`config.mk`:
```
export PLATFORM = sky130hd
export DESIGN_NAME = power_table_collector_flat
export DESIGN_NICKNAME = d
export VERILOG_FILES = /design/src/rtl/power_table_collector_if.sv /design/src/rtl/power_table_collector.sv /design/src/flat_wrapper.sv
export SDC_FILE = /design/constraint.sdc
export NUM_CORES = 1
export LEC_CHECK = 0
export CORE_MARGIN = 5
export CORE_UTILIZATION = 45
export CTS_BUF_LIST = sky130_fd_sc_hd__clkbuf_16
export DETAILED_ROUTE_END_ITERATION = 6
export MAX_ROUTING_LAYER = met4
export PLACE_DENSITY = 0.74
export SYNTH_ARGS = -nofsm -noshare
export SYNTH_HDL_FRONTEND = slang
export SYNTH_SLANG_ARGS = --single-unit
```
`constraint.sdc`:
```
create_clock -name clk -period 3.94 [get_ports clk]
set_input_delay 0.985 -clock clk [delete_from_list [all_inputs] [get_ports clk]]
set_output_delay 0.985 -clock clk [all_outputs]
set_load 0.005 [all_outputs]
```
`src/rtl/power_table_collector_if.sv`:
```
// Bus bundle for power_table_collector: start, frame input, table read port and result outputs.
// master drives start/frame_vld/frame_in/rd_addr; slave (the collector) drives everything else.
interface power_table_collector_if;
  logic        start;
  logic        frame_vld;
  logic [31:0] frame_in;
  logic [3:0]  rd_addr;
  logic [3:0]  rd_data;
  logic        ack_vld;
  logic [31:0] ack_data;
  logic [3:0]  chip_count;
  logic [7:0]  err_cnt;
  logic        done;
  logic        fail;
  logic [15:0] sat_mask;

  modport master (
    output start, frame_vld, frame_in, rd_addr,
    input  rd_data, ack_vld, ack_data, chip_count,
    input  err_cnt, done, fail, sat_mask
  );

  modport slave (
    input  start, frame_vld, frame_in, rd_addr,
    output rd_data, ack_vld, ack_data, chip_count,
    output err_cnt, done, fail, sat_mask
  );
endinterface

```
`src/rtl/power_table_collector.sv`:
```
// Collects per-chip p_state frames into a 16-entry table, acking each accepted frame.
// Ports: clk, rst (sync, active-high), bus (slave modport). Optional macro PWR_SAT_FLAG_EN
// enables sat_mask tracking of chips that reported p_state 4'hF; otherwise sat_mask is 0.
module power_table_collector #(
  parameter int MAX_CHIPS = 8,
  parameter int TIMEOUT   = 64
) (
  input logic                   clk,
  input logic                   rst,
  power_table_collector_if.slave bus
);

  typedef enum logic [2:0] {
    S_IDLE, S_COLLECT, S_ACK, S_DONE, S_FAIL
  } state_t;

  localparam logic [3:0] MC      = 4'(MAX_CHIPS);
  localparam logic [7:0] TO_LAST = 8'(TIMEOUT - 1);

  state_t      state_q, state_d;
  logic [3:0]  table_q [16];
  logic [3:0]  table_d [16];
  logic [3:0]  chip_count_q, chip_count_d;
  logic [3:0]  exp_id_q, exp_id_d;
  logic [7:0]  err_cnt_q, err_cnt_d;
  logic [7:0]  timer_q, timer_d;
  logic [31:0] ack_q, ack_d;

  logic [3:0]  f_hdr, f_pst, f_src, f_dst;
  logic [15:0] f_mark;
  logic        f_new, f_retry, f_ok;
  logic        do_clear, do_accept;

  assign f_hdr  = bus.frame_in[31:28];
  assign f_pst  = bus.frame_in[27:24];
  assign f_src  = bus.frame_in[23:20];
  assign f_dst  = bus.frame_in[19:16];
  assign f_mark = bus.frame_in[15:0];

  // A retry re-sends the most recently accepted chip.
  assign f_new   = (f_src == exp_id_q);
  assign f_retry = (f_src == 4'(exp_id_q - 4'd1))
                && (chip_count_q != 4'd0);
  assign f_ok    = (f_hdr == 4'hA)
                && (f_mark == 16'hBEAF)
                && (f_dst == 4'(f_src + 4'd1))
                && (f_new || f_retry);

  assign do_clear  = bus.start
                  && (state_q == S_IDLE
                   || state_q == S_DONE
                   || state_q == S_FAIL);
  assign do_accept = (state_q == S_COLLECT)
                  && bus.frame_vld && f_ok;

  always_comb begin
    state_d      = state_q;
    table_d      = table_q;
    chip_count_d = chip_count_q;
    exp_id_d     = exp_id_q;
    err_cnt_d    = err_cnt_q;
    timer_d      = timer_q;
    ack_d        = ack_q;
    unique case (state_q)
      S_IDLE, S_DONE, S_FAIL: begin
        if (do_clear) begin
          for (int i = 0; i < 16; i++) table_d[i] = 4'h0;
          chip_count_d = 4'd0;
          exp_id_d     = 4'd0;
          err_cnt_d    = 8'd0;
          timer_d      = 8'd0;
          state_d      = S_COLLECT;
        end
      end
      S_COLLECT: begin
        if (bus.frame_vld) begin
          timer_d = 8'd0;
          if (f_ok) begin
            table_d[f_src] = f_pst;
            if (f_new) begin
              chip_count_d = chip_count_q + 4'd1;
              exp_id_d     = exp_id_q + 4'd1;
            end
            ack_d   = {4'h5, f_pst, f_src, f_dst, 16'hBEAF};
            state_d = S_ACK;
          end else if (err_cnt_q != 8'hFF) begin
            err_cnt_d = err_cnt_q + 8'd1;
          end
        end else if (timer_q == TO_LAST) begin
          state_d = (chip_count_q != 4'd0) ? S_DONE : S_FAIL;
        end else begin
          timer_d = timer_q + 8'd1;
        end
      end
      S_ACK: begin
        state_d = (chip_count_q == MC) ? S_DONE : S_COLLECT;
      end
      default: state_d = S_IDLE;
    endcase
  end

  always_ff @(posedge clk) begin
    if (rst) begin
      state_q      <= S_IDLE;
      for (int i = 0; i < 16; i++) table_q[i] <= 4'h0;
      chip_count_q <= 4'd0;
      exp_id_q     <= 4'd0;
      err_cnt_q    <= 8'd0;
      timer_q      <= 8'd0;
      ack_q        <= 32'd0;
    end else begin
      state_q      <= state_d;
      table_q      <= table_d;
      chip_count_q <= chip_count_d;
      exp_id_q     <= exp_id_d;
      err_cnt_q    <= err_cnt_d;
      timer_q      <= timer_d;
      ack_q        <= ack_d;
    end
  end

`ifdef PWR_SAT_FLAG_EN
  logic [15:0] sat_q, sat_d;

  // A retry with a lower p_state withdraws the saturation flag.
  always_comb begin
    sat_d = sat_q;
    if (do_clear) begin
      sat_d = 16'h0000;
    end else if (do_accept) begin
      if (f_pst == 4'hF) begin
        sat_d[f_src] = 1'b1;
      end else if (f_retry && (f_pst < table_q[f_src])) begin
        sat_d[f_src] = 1'b0;
      end
    end
  end

  always_ff @(posedge clk) begin
    if (rst) sat_q <= 16'h0000;
    else     sat_q <= sat_d;
  end

  assign bus.sat_mask = sat_q;
`else
  assign bus.sat_mask = 16'h0000;
`endif

  assign bus.rd_data    = table_q[bus.rd_addr];
  assign bus.ack_vld    = (state_q == S_ACK);
  assign bus.ack_data   = bus.ack_vld ? ack_q : 32'd0;
  assign bus.chip_count = chip_count_q;
  assign bus.err_cnt    = err_cnt_q;
  assign bus.done       = (state_q == S_DONE);
  assign bus.fail       = (state_q == S_FAIL);

endmodule

```
`src/flat_wrapper.sv`:
```
// flat-port wrapper written by rule: the top's interface ports become plain ports
module power_table_collector_flat 
#(
  parameter int MAX_CHIPS = 8,
  parameter int TIMEOUT   = 64
)
  (clk, rst, bus_start, bus_frame_vld, bus_frame_in, bus_rd_addr, bus_rd_data, bus_ack_vld, bus_ack_data, bus_chip_count, bus_err_cnt, bus_done, bus_fail, bus_sat_mask);
  power_table_collector_if bus_i ();
  input logic clk;
  input logic rst;
  input wire logic [$bits(bus_i.start)-1:0] bus_start;
  input wire logic [$bits(bus_i.frame_vld)-1:0] bus_frame_vld;
  input wire logic [$bits(bus_i.frame_in)-1:0] bus_frame_in;
  input wire logic [$bits(bus_i.rd_addr)-1:0] bus_rd_addr;
  output wire logic [$bits(bus_i.rd_data)-1:0] bus_rd_data;
  output wire logic [$bits(bus_i.ack_vld)-1:0] bus_ack_vld;
  output wire logic [$bits(bus_i.ack_data)-1:0] bus_ack_data;
  output wire logic [$bits(bus_i.chip_count)-1:0] bus_chip_count;
  output wire logic [$bits(bus_i.err_cnt)-1:0] bus_err_cnt;
  output wire logic [$bits(bus_i.done)-1:0] bus_done;
  output wire logic [$bits(bus_i.fail)-1:0] bus_fail;
  output wire logic [$bits(bus_i.sat_mask)-1:0] bus_sat_mask;
  assign bus_i.start = bus_start;
  assign bus_i.frame_vld = bus_frame_vld;
  assign bus_i.frame_in = bus_frame_in;
  assign bus_i.rd_addr = bus_rd_addr;
  assign bus_rd_data = bus_i.rd_data;
  assign bus_ack_vld = bus_i.ack_vld;
  assign bus_ack_data = bus_i.ack_data;
  assign bus_chip_count = bus_i.chip_count;
  assign bus_err_cnt = bus_i.err_cnt;
  assign bus_done = bus_i.done;
  assign bus_fail = bus_i.fail;
  assign bus_sat_mask = bus_i.sat_mask;
  power_table_collector #(.MAX_CHIPS(MAX_CHIPS), .TIMEOUT(TIMEOUT)) u_core (.clk(clk), .rst(rst), .bus(bus_i));
endmodule
```
==> reports/qor.csv, run 1 <==
metric,value,unit
status,"finished, final reports clean",
cell breakdown of the critical path,clkdlybuf4s50_1 > buf_12 > mux4_2 > mux4_2 > dlygate4sd2_1,
Rows,39,
CP peak stage delay,0.51,ns
synth top area cells,"dfxtp_1, mux4_2, o21ai_0",
Post-synth EDFFs,0,
Ports,107,
worst hold margin,0.4518,ns
clk_lat worst skew,0.35,ns
routed length per instance,18.66,um
grt total ovfl,0,
fillers,995,
Post-synth ARST share,0,%
Initial Util,46.01,%
vias per std cell,5.848,
most frequent CP cell,mux4_2,
Max VDD drop,0.3318,mV
Post-DRT Antenna Nets,0,
initial antenna violation count,0,
Ys Warns,0,
sequential fraction of the synthesis area,39.63,%
Worst R2R Start,u_core.exp_id_q[0],
fmax,259.5,MHz
CTS Buf Count,9,
share of the synthesized area in the top cell type,39.63,%
Critical Path End Type,output pin,
fin nets,700,
Worst Hold Launch,u_core.ack_q[19],
"non-filler cells, final",797,
die area,13940,um2
setup slack after layout,0.08650,ns
ant diodes,0,
Tcrit/Tclk final,97.80,%
Detailed Route Iter0 Violations,393,
clk root buf,clkbuf_16,
# port buffers,84,
final critical-path required period,3.854,ns
DRT Wirelength,14.87,mm
Critical Path RT,2.95,ns
Setup WS pre-CTS,-0.1736,ns
"area leader, netlist",dfxtp_1,
vias in the first global route,4631,
crit path kind,input pin to output pin,
Startpoint Class,input pin,
vias,4661,
Post-Synth XOR/XNOR Area,3.001,%
slowest CP cell,clkdlybuf4s50_1,
cts hold-fix bufs,0,
TritonCTS clock tree,yes,
placed inst area,6140,um2
Max Slew Vio Count,0,
Critical Path Fanout Max,8,
Pleak,2.360,nW
CTS Sinks,104,
Synth cell types,57,
first-pass GRT wire length,23.89,mm
RSZ-0062 raised after global routing,false,
layout cells sized above 1,10.40,%
Synth Area per Inst,9.169,um2
Max-Cap Viols,0,
largest family of logic cells by synthesized area,compound AO/OA/AOI/OAI gates,
family with the most delay on the worst path,multiplexers,
Critical Path Source,bus_rd_addr[1],
die width,118.1,um
Setup Viol. Count Final,0,
most frequent cell after synthesis,dfxtp_1,
# H-tree levels,3,
chip height,118.1,um
clock skew,0.008145,ns
Post-Synth Adder-Cell Area,2.382,%
pin count of the biggest net entering global routing,41,
post-DP HPWL,10.94,mm
Max Root-Sink Buffers,2,
Post-synth top cells,"dfxtp_1, o21ai_0, nand2_1",
Area Growth Syn to Fin,22.67,%
worst rel slew slack,55.32,%
core box area,11420,um2
Final Instance Area,6445,um2
total iterations of the first detailed-routing run,5,
mux contribution to synthesized area,8.955,%
final hold violation count,0,
Hold Path Class,register to register,
Cells after Synth,573,
Power Density,356.2,nW/um2
Synth Area in Simple Gates,16.36,%
DRC viols,0,
ys flop type,dfxtp_1,
"CTS clk-pin slew, worst paths",0.07,ns
Critical Path AT,2.87,ns
Overall Global Routing Usage,21.51,%
Tightest Pin Transition,0.6688,ns
gp weighted congestion,0.9250,
CP Buf/Inv Count,3,
register bit total from synthesis,104,
compound-cell area share of the yosys netlist,21.22,%
# placed instances,781,
"Cell Area, Synth",5254,um2
[repair_timing]
item                                    CTS  global route
endpoints found under the setup margin    4             0
buffers inserted                          0             0
gates resized for setup                   5             0
[power by group]
part | internal (mW) | switching, mW
Clock | 0.481 | 0.380
Sequential | 1.06 | 0.0170
Combinational | 0.141 | 0.216
[state kept, by name (all words and copies together), names as in the netlist]
register	cells
u_core.ack_q	13
u_core.bus.err_cnt	8
u_core.state_q	3
u_core.table_q	64
u_core.timer_q	8
u_core.exp_id_q	4
u_core.bus.chip_count	4
[final timing paths]
check / endpoint / slack (ns) / cells after the start
setup reg to reg: u_core.table_q[47] / 1.18 / 9
hold / removal: u_core.ack_q[19] / 0.45 / 2
setup / recovery: bus_rd_data[3] / 0.09 / 5
hold reg to reg: u_core.ack_q[19] / 0.45 / 2
[through the flow]
stage / power (mW) / setup TNS [ns] / util (%)
after floorplan: 1.328 / 0 / -
after global placement: 1.431 / -0.5352 / 53.77
after detailed placement: 1.445 / -0.6526 / 53.77
after CTS: 2.303 / 0 / 56.44
after global routing: 2.384 / 0 / 56.44
final: 2.296 / 0 / 56.44
[layer usage]
| layer | global-route usage (%) | share of wire, % | vias up |
|---|---|---|---|
| li1 | - | - | 2178 |
| met1 | 24.71 | 39 | 2239 |
| met2 | 37.06 | 51 | 213 |
| met3 | 5.526 | 7.1 | 31 |
| met4 | 6.165 | 2.5 | 0 |
| met5 | - | 0 | - |
[cells by family (layout without fill, tap and decap cells)]
| kind of cell | Yosys count | in the layout |
|---|---|---|
| AOI/OAI and AO/OA | 182 | 182 |
| and+or+nand+nor | 163 | 163 |
| DFF | 104 | 104 |
| buffers and inverters | 73 | 133 |
| muxes | 22 | 22 |
| xor gates and xnor gates | 18 | 18 |
| adders and majority gates | 10 | 10 |
| other | 1 | 22 |
[cell type report]
type	instances	area (um2)	area share, %
inverters	12	45.04	0.6989
clock inverters	6	53.80	0.8348
flip-flops and latches	104	2082	32.30
well taps	143	178.9	2.776
multi-input cells	417	2810	43.60
repair buffers	106	1050	16.29
clock buffers	9	225.2	3.494
[cells in the final DEF (no fill, tap or decap), types with 9 or more instances in the layout]
cell type        Yosys  routed
a21oi_1             31      31
a31oi_1              9       9
and2_1              16      16
buf_4               35      19
clkbuf_16            0       9
clkdlybuf4s50_1      0      79
conb_1               1      22
dfxtp_1            104     104
ha_1                10      10
inv_1               12      14
mux4_2              20      20
nand2_1             56      56
nand3_1             10      10
nor2_1              25      25
o21ai_0             90      90
o2bb2ai_1           24      24
xor2_1              11      11
[worst register-to-register path, stage by stage (launching register included)]
cell	delay (ns)
dfxtp_1	0.43
inv_1	0.09
ha_1	0.33
xor2_1	0.15
nand2_1	0.08
o41a_4	0.54
nor4_1	0.42
buf_4	0.22
a31oi_1	0.18
o2bb2ai_1	0.20
(Power assumes the default switching activity.)
==> run 2, diff against run 1 <==
--- a/config.mk
+++ b/config.mk
@@ -8,9 +8,11 @@
 export CORE_MARGIN = 5
 export CORE_UTILIZATION = 45
 export CTS_BUF_LIST = sky130_fd_sc_hd__clkbuf_16
+export CTS_CLUSTER_SIZE = 28
 export DETAILED_ROUTE_END_ITERATION = 6
 export MAX_ROUTING_LAYER = met4
 export PLACE_DENSITY = 0.74
+export SLEW_MARGIN = 0
 export SYNTH_ARGS = -nofsm -noshare
 export SYNTH_HDL_FRONTEND = slang
 export SYNTH_SLANG_ARGS = --single-unit
==> results of run 2 <==
Final layout, timing and power as in run 1 (identical DEF).
==> run 3, diff against run 2 <==
--- a/config.mk
+++ b/config.mk
@@ -12,6 +12,7 @@
 export DETAILED_ROUTE_END_ITERATION = 6
 export MAX_ROUTING_LAYER = met4
 export PLACE_DENSITY = 0.74
+export SKIP_CTS_REPAIR_TIMING = 1
 export SLEW_MARGIN = 0
 export SYNTH_ARGS = -nofsm -noshare
 export SYNTH_HDL_FRONTEND = slang
==> reports/qor.csv, run 3 (synthesis gave the netlist of run 1 again) <==
metric,value,unit,change
chip height,118.1,um,unchanged
first-pass GRT wire length,23.72,mm,-0.75%
Area Growth Syn to Fin,22.89,%,
status,"finished, final reports clean",,
# placed instances,781,,unchanged
GRT met1 Usage,24.59,%,-0.13 points
clk_lat worst skew,0.34,ns,about the same
most crowded layer after global routing,met2,,
Pleak,2.416,nW,+2.4%
vias,4672,,+0.24%
setup slack after layout,0.1974,ns,+0.1109 ns
most frequent cells in the layout,"dfxtp_1, o21ai_0, clkdlybuf4s50_1",,
Critical Path AT,2.76,ns,-0.11 ns
slowest CP cell,clkdlybuf4s50_1,,
layout cells sized above 1,10.40,%,unchanged
Hold Path Class,register to register,,
clock skew,0.009125,ns,+0.0009802 ns
Final Total Pwr,2.292,mW,-0.16%
Critical Path RT,2.95,ns,about the same
worst rel slew slack,55.59,%,+0.27 points
final hold violation count,0,,unchanged
total iterations of the first detailed-routing run,5,,unchanged
reg2reg path depth,9,,unchanged
Rows,39,,unchanged
Max Slew Vio Count,0,,unchanged
TritonCTS clock tree,yes,,
crit path kind,input pin to output pin,,
gp weighted congestion,0.9250,,unchanged
post-DP HPWL,10.94,mm,unchanged
Util after Layout,56.54,%,+0.099 points
Tcrit/Tclk final,94.99,%,-2.8 points
Critical Path End Type,output pin,,
final critical-path required period,3.743,ns,-0.1109 ns
Setup Viol. Count Final,0,,unchanged
Max VDD drop,0.3283,mV,-1.1%
die area,13940,um2,unchanged
"non-filler cells, final",797,,unchanged
most flop-heavy register,u_core.table_q,,
Largest regs,"u_core.table_q (64), u_core.ack_q (13)",,
pin count of the biggest net entering global routing,41,,unchanged
fmax,267.2,MHz,+3.0%
Tightest Pin Transition,0.6647,ns,-0.004110 ns
routed length per instance,18.56,um,-0.51%
max reg flops,64,,unchanged
Setup WS pre-CTS,-0.1736,ns,unchanged
fillers,993,,-0.20%
ant diodes,0,,unchanged
CP peak stage delay,0.51,ns,about the same
"most common cell after layout, fill and taps aside",dfxtp_1,,
Post-DRT Antenna Nets,0,,unchanged
vias per std cell,5.862,,+0.24%
Critical Path Fanout Max,8,,unchanged
die width,118.1,um,unchanged
DRT Wirelength,14.80,mm,-0.51%
met2 Use GR,36.49,%,-0.57 points
CTS Sinks,104,,unchanged
Initial Util,46.01,%,unchanged
clk root buf,clkbuf_16,,
Power Density,355.0,nW/um2,-0.33%
Max Root-Sink Buffers,2,,unchanged
Ports,107,,unchanged
most frequent CP cell,mux4_2,,
Overall Global Routing Usage,21.33,%,-0.18 points
"CTS clk-pin slew, worst paths",0.07,ns,about the same
fin nets,700,,unchanged
vias in the first global route,4653,,+0.48%
RSZ-0062 raised after global routing,false,,
Startpoint Class,input pin,,
Worst Hold Depth,2,,unchanged
grt total ovfl,0,,unchanged
met3 Track Usage GR,5.478,%,-0.048 points
# H-tree levels,3,,unchanged
initial antenna violation count,0,,unchanged
Max-Cap Viols,0,,unchanged
sum of negative setup slack,0,ns,unchanged
DRC viols,0,,unchanged
CTS Buf Count,9,,unchanged
core box area,11420,um2,unchanged
# port buffers,84,,unchanged
cell breakdown of the critical path,clkdlybuf4s50_1 > buf_12 > mux4_2 > mux4_2 > dlymetal6s2s_1,,
Detailed Route Iter0 Violations,370,,-5.9%
run 3: cell count changes in the layout (fill, tap and decap cells not counted), sizes merged:
cell,previous run,this run
dlygate4sd2,5,0
dlymetal6s2s,0,5
bufbuf,1,0
clkbuf,9,10
run 3: metrics by stage:
step	hold WS, ns	cell area [um2]
CTS	0.4519	6419
detailed placement	0.4441	6140
global route	0.4658	6456
global placement	0.4402	6140
finish	0.4503	6456
floorplan	0.4271	5333
run 3: worst max-delay path, delay by kind of cell:
| family | cells | cell delay [ns] |
|---|---|---|
| multiplexers | 2 | 0.96 |
| buffers and inverters | 3 | 0.81 |
run 3: cell type report:
class                   count  area, um2  share of cell area [%]
multi-input cells         417       2810                   43.53
flip-flops and latches    104       2082                   32.25
repair buffers            106       1061                   16.43
clock buffers               9      225.2                   3.488
well taps                 143      178.9                   2.771
clock inverters             6      53.80                  0.8333
inverters                  12      45.04                  0.6977
run 3: worst paths after layout:
path	end	start	slack, ns
worst min-delay path	u_core.ack_q[19]	u_core.ack_q[19]	0.45
worst min register to register	u_core.ack_q[19]	u_core.ack_q[19]	0.45
worst max register to register	u_core.table_q[47]	u_core.exp_id_q[0]	1.20
worst max-delay path	bus_rd_data[3]	bus_rd_addr[1]	0.20
run 3: power by group:
group          internal (mW)  switching, mW
logic                  0.139          0.216
registers               1.06         0.0171
clock network          0.481          0.378
total                   1.68          0.611
run 3: layer usage:
metal | vias to the layer above | share of wire [%]
met5 | - | 0
met4 | 0 | 2.5
met3 | 33 | 7.5
met2 | 207 | 51
met1 | 2251 | 39
li1 | 2181 | -
==> RTL edit 1 (flow settings as in run 2) <==
Encoding of `state_t`: now one-hot (5 bits for 5 states).
--- a/src/rtl/power_table_collector.sv
+++ b/src/rtl/power_table_collector.sv
@@ -12,4 +12,4 @@
 
-  typedef enum logic [2:0] {
-    S_IDLE, S_COLLECT, S_ACK, S_DONE, S_FAIL
+  typedef enum logic [4:0] {
+    S_IDLE = 5'b00001, S_COLLECT = 5'b00010, S_ACK = 5'b00100, S_DONE = 5'b01000, S_FAIL = 5'b10000
   } state_t;
Function: same outputs for any inputs over 4 cycles, from zero or initial values and one cycle with rst high; so few cycles prove little.
==> RTL edit 1 against run 2 <==
Sequential power hardly changed. Core utilization grew 0.22 points. Final area up 0.82%. Total power decreased by 5.9%. Clock power up 3.8%. Worst setup slack lost 0.0033 ns. Via count down 1.7%. Routed wire length shrank 8.8%. Sequential cell count grew 2. Synthesized area rose by 0.50%. Synthesized cell count up 0.35%. Largest cell class unchanged. Largest power group unchanged.
==> RTL edit 1: results <==
set metrics [dict create \
    status "finished, final reports clean" \
    p_leak_nw 2.20 \
    rr_endpoint "u_core.table_q[41]" \
    drt-met1-wl_um 5710 \
    crit_fanout 5 \
    drt_iter0_drc 278 \
    cts.sinks 106 \
    grt_pass1_wl_um 22100 \
    use_met3_pct 4.06 \
    wl_per_cell_um 17.0 \
    regArea_sq_um 2120 \
    gp_congestion 0.838 \
    use_met1_pct 23.8 \
    dr_total_vias 4582 \
    ctsResizeCount 7 \
    ys_seq_area_share_pct 40.2 \
    r2r_slack_ns 1.04 \
    finClkSkew_ns 0.00797 \
    synthDistinctLibCells 48 \
    grt_usage_pct 19.5 \
    slew-limit-headroom_pct 38.3 \
    dp_hpwl_um 10200 \
    grt_pass1_vias 4457 \
    drive_gt1_share_pct 10.1 \
    synth_area_leaders "dfxtp_1, mux4_2, o21ai_0" \
    buffers 105 \
    multi_input_area_sq_um 2810 \
    worst_hold_slack_ns 0.444 \
    use_met2_pct 31.8 \
    ctsLongestPathBuffers 2 \
    min_to "u_core.ack_q[15]" \
    route.met3.wl_um 1080 \
    multi_input_cells 413 \
    hp-start "u_core.ack_q[15]" \
    clockNetworkAreaShare_pct 4.58 \
    dpl_cell_area_sq_um 6160 \
    seq_share_pct 32.7 \
    synthTopCellsByCount "dfxtp_1, o21ai_0, nand2_1, buf_4, a21oi_1" \
    grt_max_degree 33 \
    place_inst 780 \
    inverters_excl_clock 14 \
    irDropWorstVdd_mv 0.254 \
]
-- RTL edit 1: changes by cell type in the layout (fill, tap and decap cells not counted), moves of 3 or more --
cell / delta
inv_6: +3
a21oi_1: +4
xor2_1: -8
or3_1: +8
nand2_1: -4
nor3_1: -3
a41o_1: -3
o21a_1: -3
nand3_1: +7
o21ai_0: -13
o2bb2ai_1: +8
nand2b_1: -3
xnor2_1: +9
and4_1: +3
-- RTL edit 1: worst max-delay path, cell delays in order --
cell and delay (ns):
clkdlybuf4s50_1 0.47, buf_6 0.13, mux4_2 0.51, mux4_2 0.49, dlygate4sd2_1 0.28
-- RTL edit 1: power breakdown --
part	switching, mW	internal, mW	total (mW)
Sequential	0.00428	1.07	1.08
Clock	0.398	0.496	0.894
Combinational	0.105	0.0838	0.189
-- RTL edit 1: cells by family after synthesis --
logic type,synth area share (%)
xor+xnor,3.15
mux,8.53
buf+inv,8.13
fa+ha+maj,2.37
compound gates,19.7
simple gates,17.8
other cells,0.0710
flops,40.2
==> RTL edit 2 (config.mk and constraints of run 2) <==
Without the edit above. Add a define of `PWR_SAT_FLAG_EN`.
--- a/src/rtl/power_table_collector.sv
+++ b/src/rtl/power_table_collector.sv
@@ -3,2 +3,4 @@
 // enables sat_mask tracking of chips that reported p_state 4'hF; otherwise sat_mask is 0.
+`define PWR_SAT_FLAG_EN
+
 module power_table_collector #(
Function: changed (Yosys sat finds a counterexample within 4 cycles, from zero or initial values and one cycle with rst high).
==> RTL edit 2 against run 2 <==
Synthesized area grew 24%. Worst setup slack better by 0.0012 ns. Final area is 33% higher. Total power increased by 25%. Core utilization grew 3.3 points. Routed wire length rose by 32%. Clock power rose by 49%. Sequential cell count up 16.
==> RTL edit 2: results <==
set metrics [dict create \
    clockNetworkAreaShare_pct 5.50 \
    drt_iter0_drc 478 \
    clkbuf_count 17 \
    cts.sinks 120 \
    gp_congestion 1.01 \
    dp_hpwl_um 14400 \
    drive_gt1_share_pct 18.6 \
    clk_latency_ns 0.41 \
    r2r_slack_ns 0.73 \
    root_buffer "clkbuf_16" \
    use_met1_pct 30.0 \
    irDropWorstVdd_mv 0.290 \
    finClkSkew_ns 0.00606 \
    grt_usage_pct 24.0 \
    portBuffers 100 \
    crit_fanout 5 \
    clock_power_mw 1.28 \
    multi_input_area_share_pct 44.6 \
    seq_share_pct 28.0 \
    p_leak_nw 3.15 \
    min_to "u_core.ack_q[15]" \
    use_met3_pct 5.37 \
    final_cells 980 \
    grt_pass1_vias 5860 \
    wl_per_cell_um 20.1 \
    nFillCells 1161 \
    multi_input_cells 470 \
    r2r_cells 11 \
    powerSeq_mw 1.22 \
    grt_max_degree 27 \
    buffers 160 \
    status "finished, final reports clean" \
    inverters_excl_clock 18 \
    ctsResizeCount 21 \
    synthDistinctLibCells 58 \
    use_met2_pct 37.6 \
    vias_per_cell 6.07 \
    bufAreaShareNonClock_pct 18.4 \
    synth_area_leaders "dfxtp_1, mux4_2, a22o_1" \
    nets 840 \
    place_inst 946 \
    htreeDepth 4 \
    worst_hold_slack_ns 0.455 \
    hp-start "u_core.ack_q[15]" \
    synthTopCellsByCount "dfxtp_1, nand2_1, a22o_1, a21oi_1" \
    rr_startpoint "u_core.table_q[34]" \
    swShare_pct 25.5 \
    slew-limit-headroom_pct 17.3 \
    ys_seq_area_share_pct 36.7 \
    cts_setup_buffers 5 \
    syn_avg_cell_area_sq_um 9.88 \
    grt_pass1_wl_um 31100 \
]
## RTL edit 2: per-stage QoR
| step | worst slack, ns | util [%] | instance area, sq um | power, mW |
|---|---|---|---|---|
| after floorplan | -0.0526 | - | 6580 | 1.44 |
| after global placement | -0.626 | 55.3 | 7950 | 1.57 |
| after detailed placement | -0.696 | 55.3 | 7950 | 1.58 |
| after CTS | 0.00806 | 59.7 | 8580 | 2.86 |
| after global routing | 0.0340 | 59.7 | 8580 | 2.95 |
| final | 0.0877 | 59.7 | 8580 | 2.86 |
## RTL edit 2: logic make-up after synthesis
logic type | share of synthesized area [%]
AOI/OAI and AO/OA | 15.2
xor gates and xnor gates | 2.41
adders and majority gates | 2.49
buffers and inverters | 6.03
DFF | 36.7
muxes | 18.9
other | 0.0574
and+or+nand+nor | 18.1
## RTL edit 2: metal layers
metal,wire [um],up-vias,share of wire [%]
met5,0,-,0
met3,1900,44,9.7
met2,9250,298,47
li1,-,2698,-
met4,622,0,3.2
met1,7890,2908,40
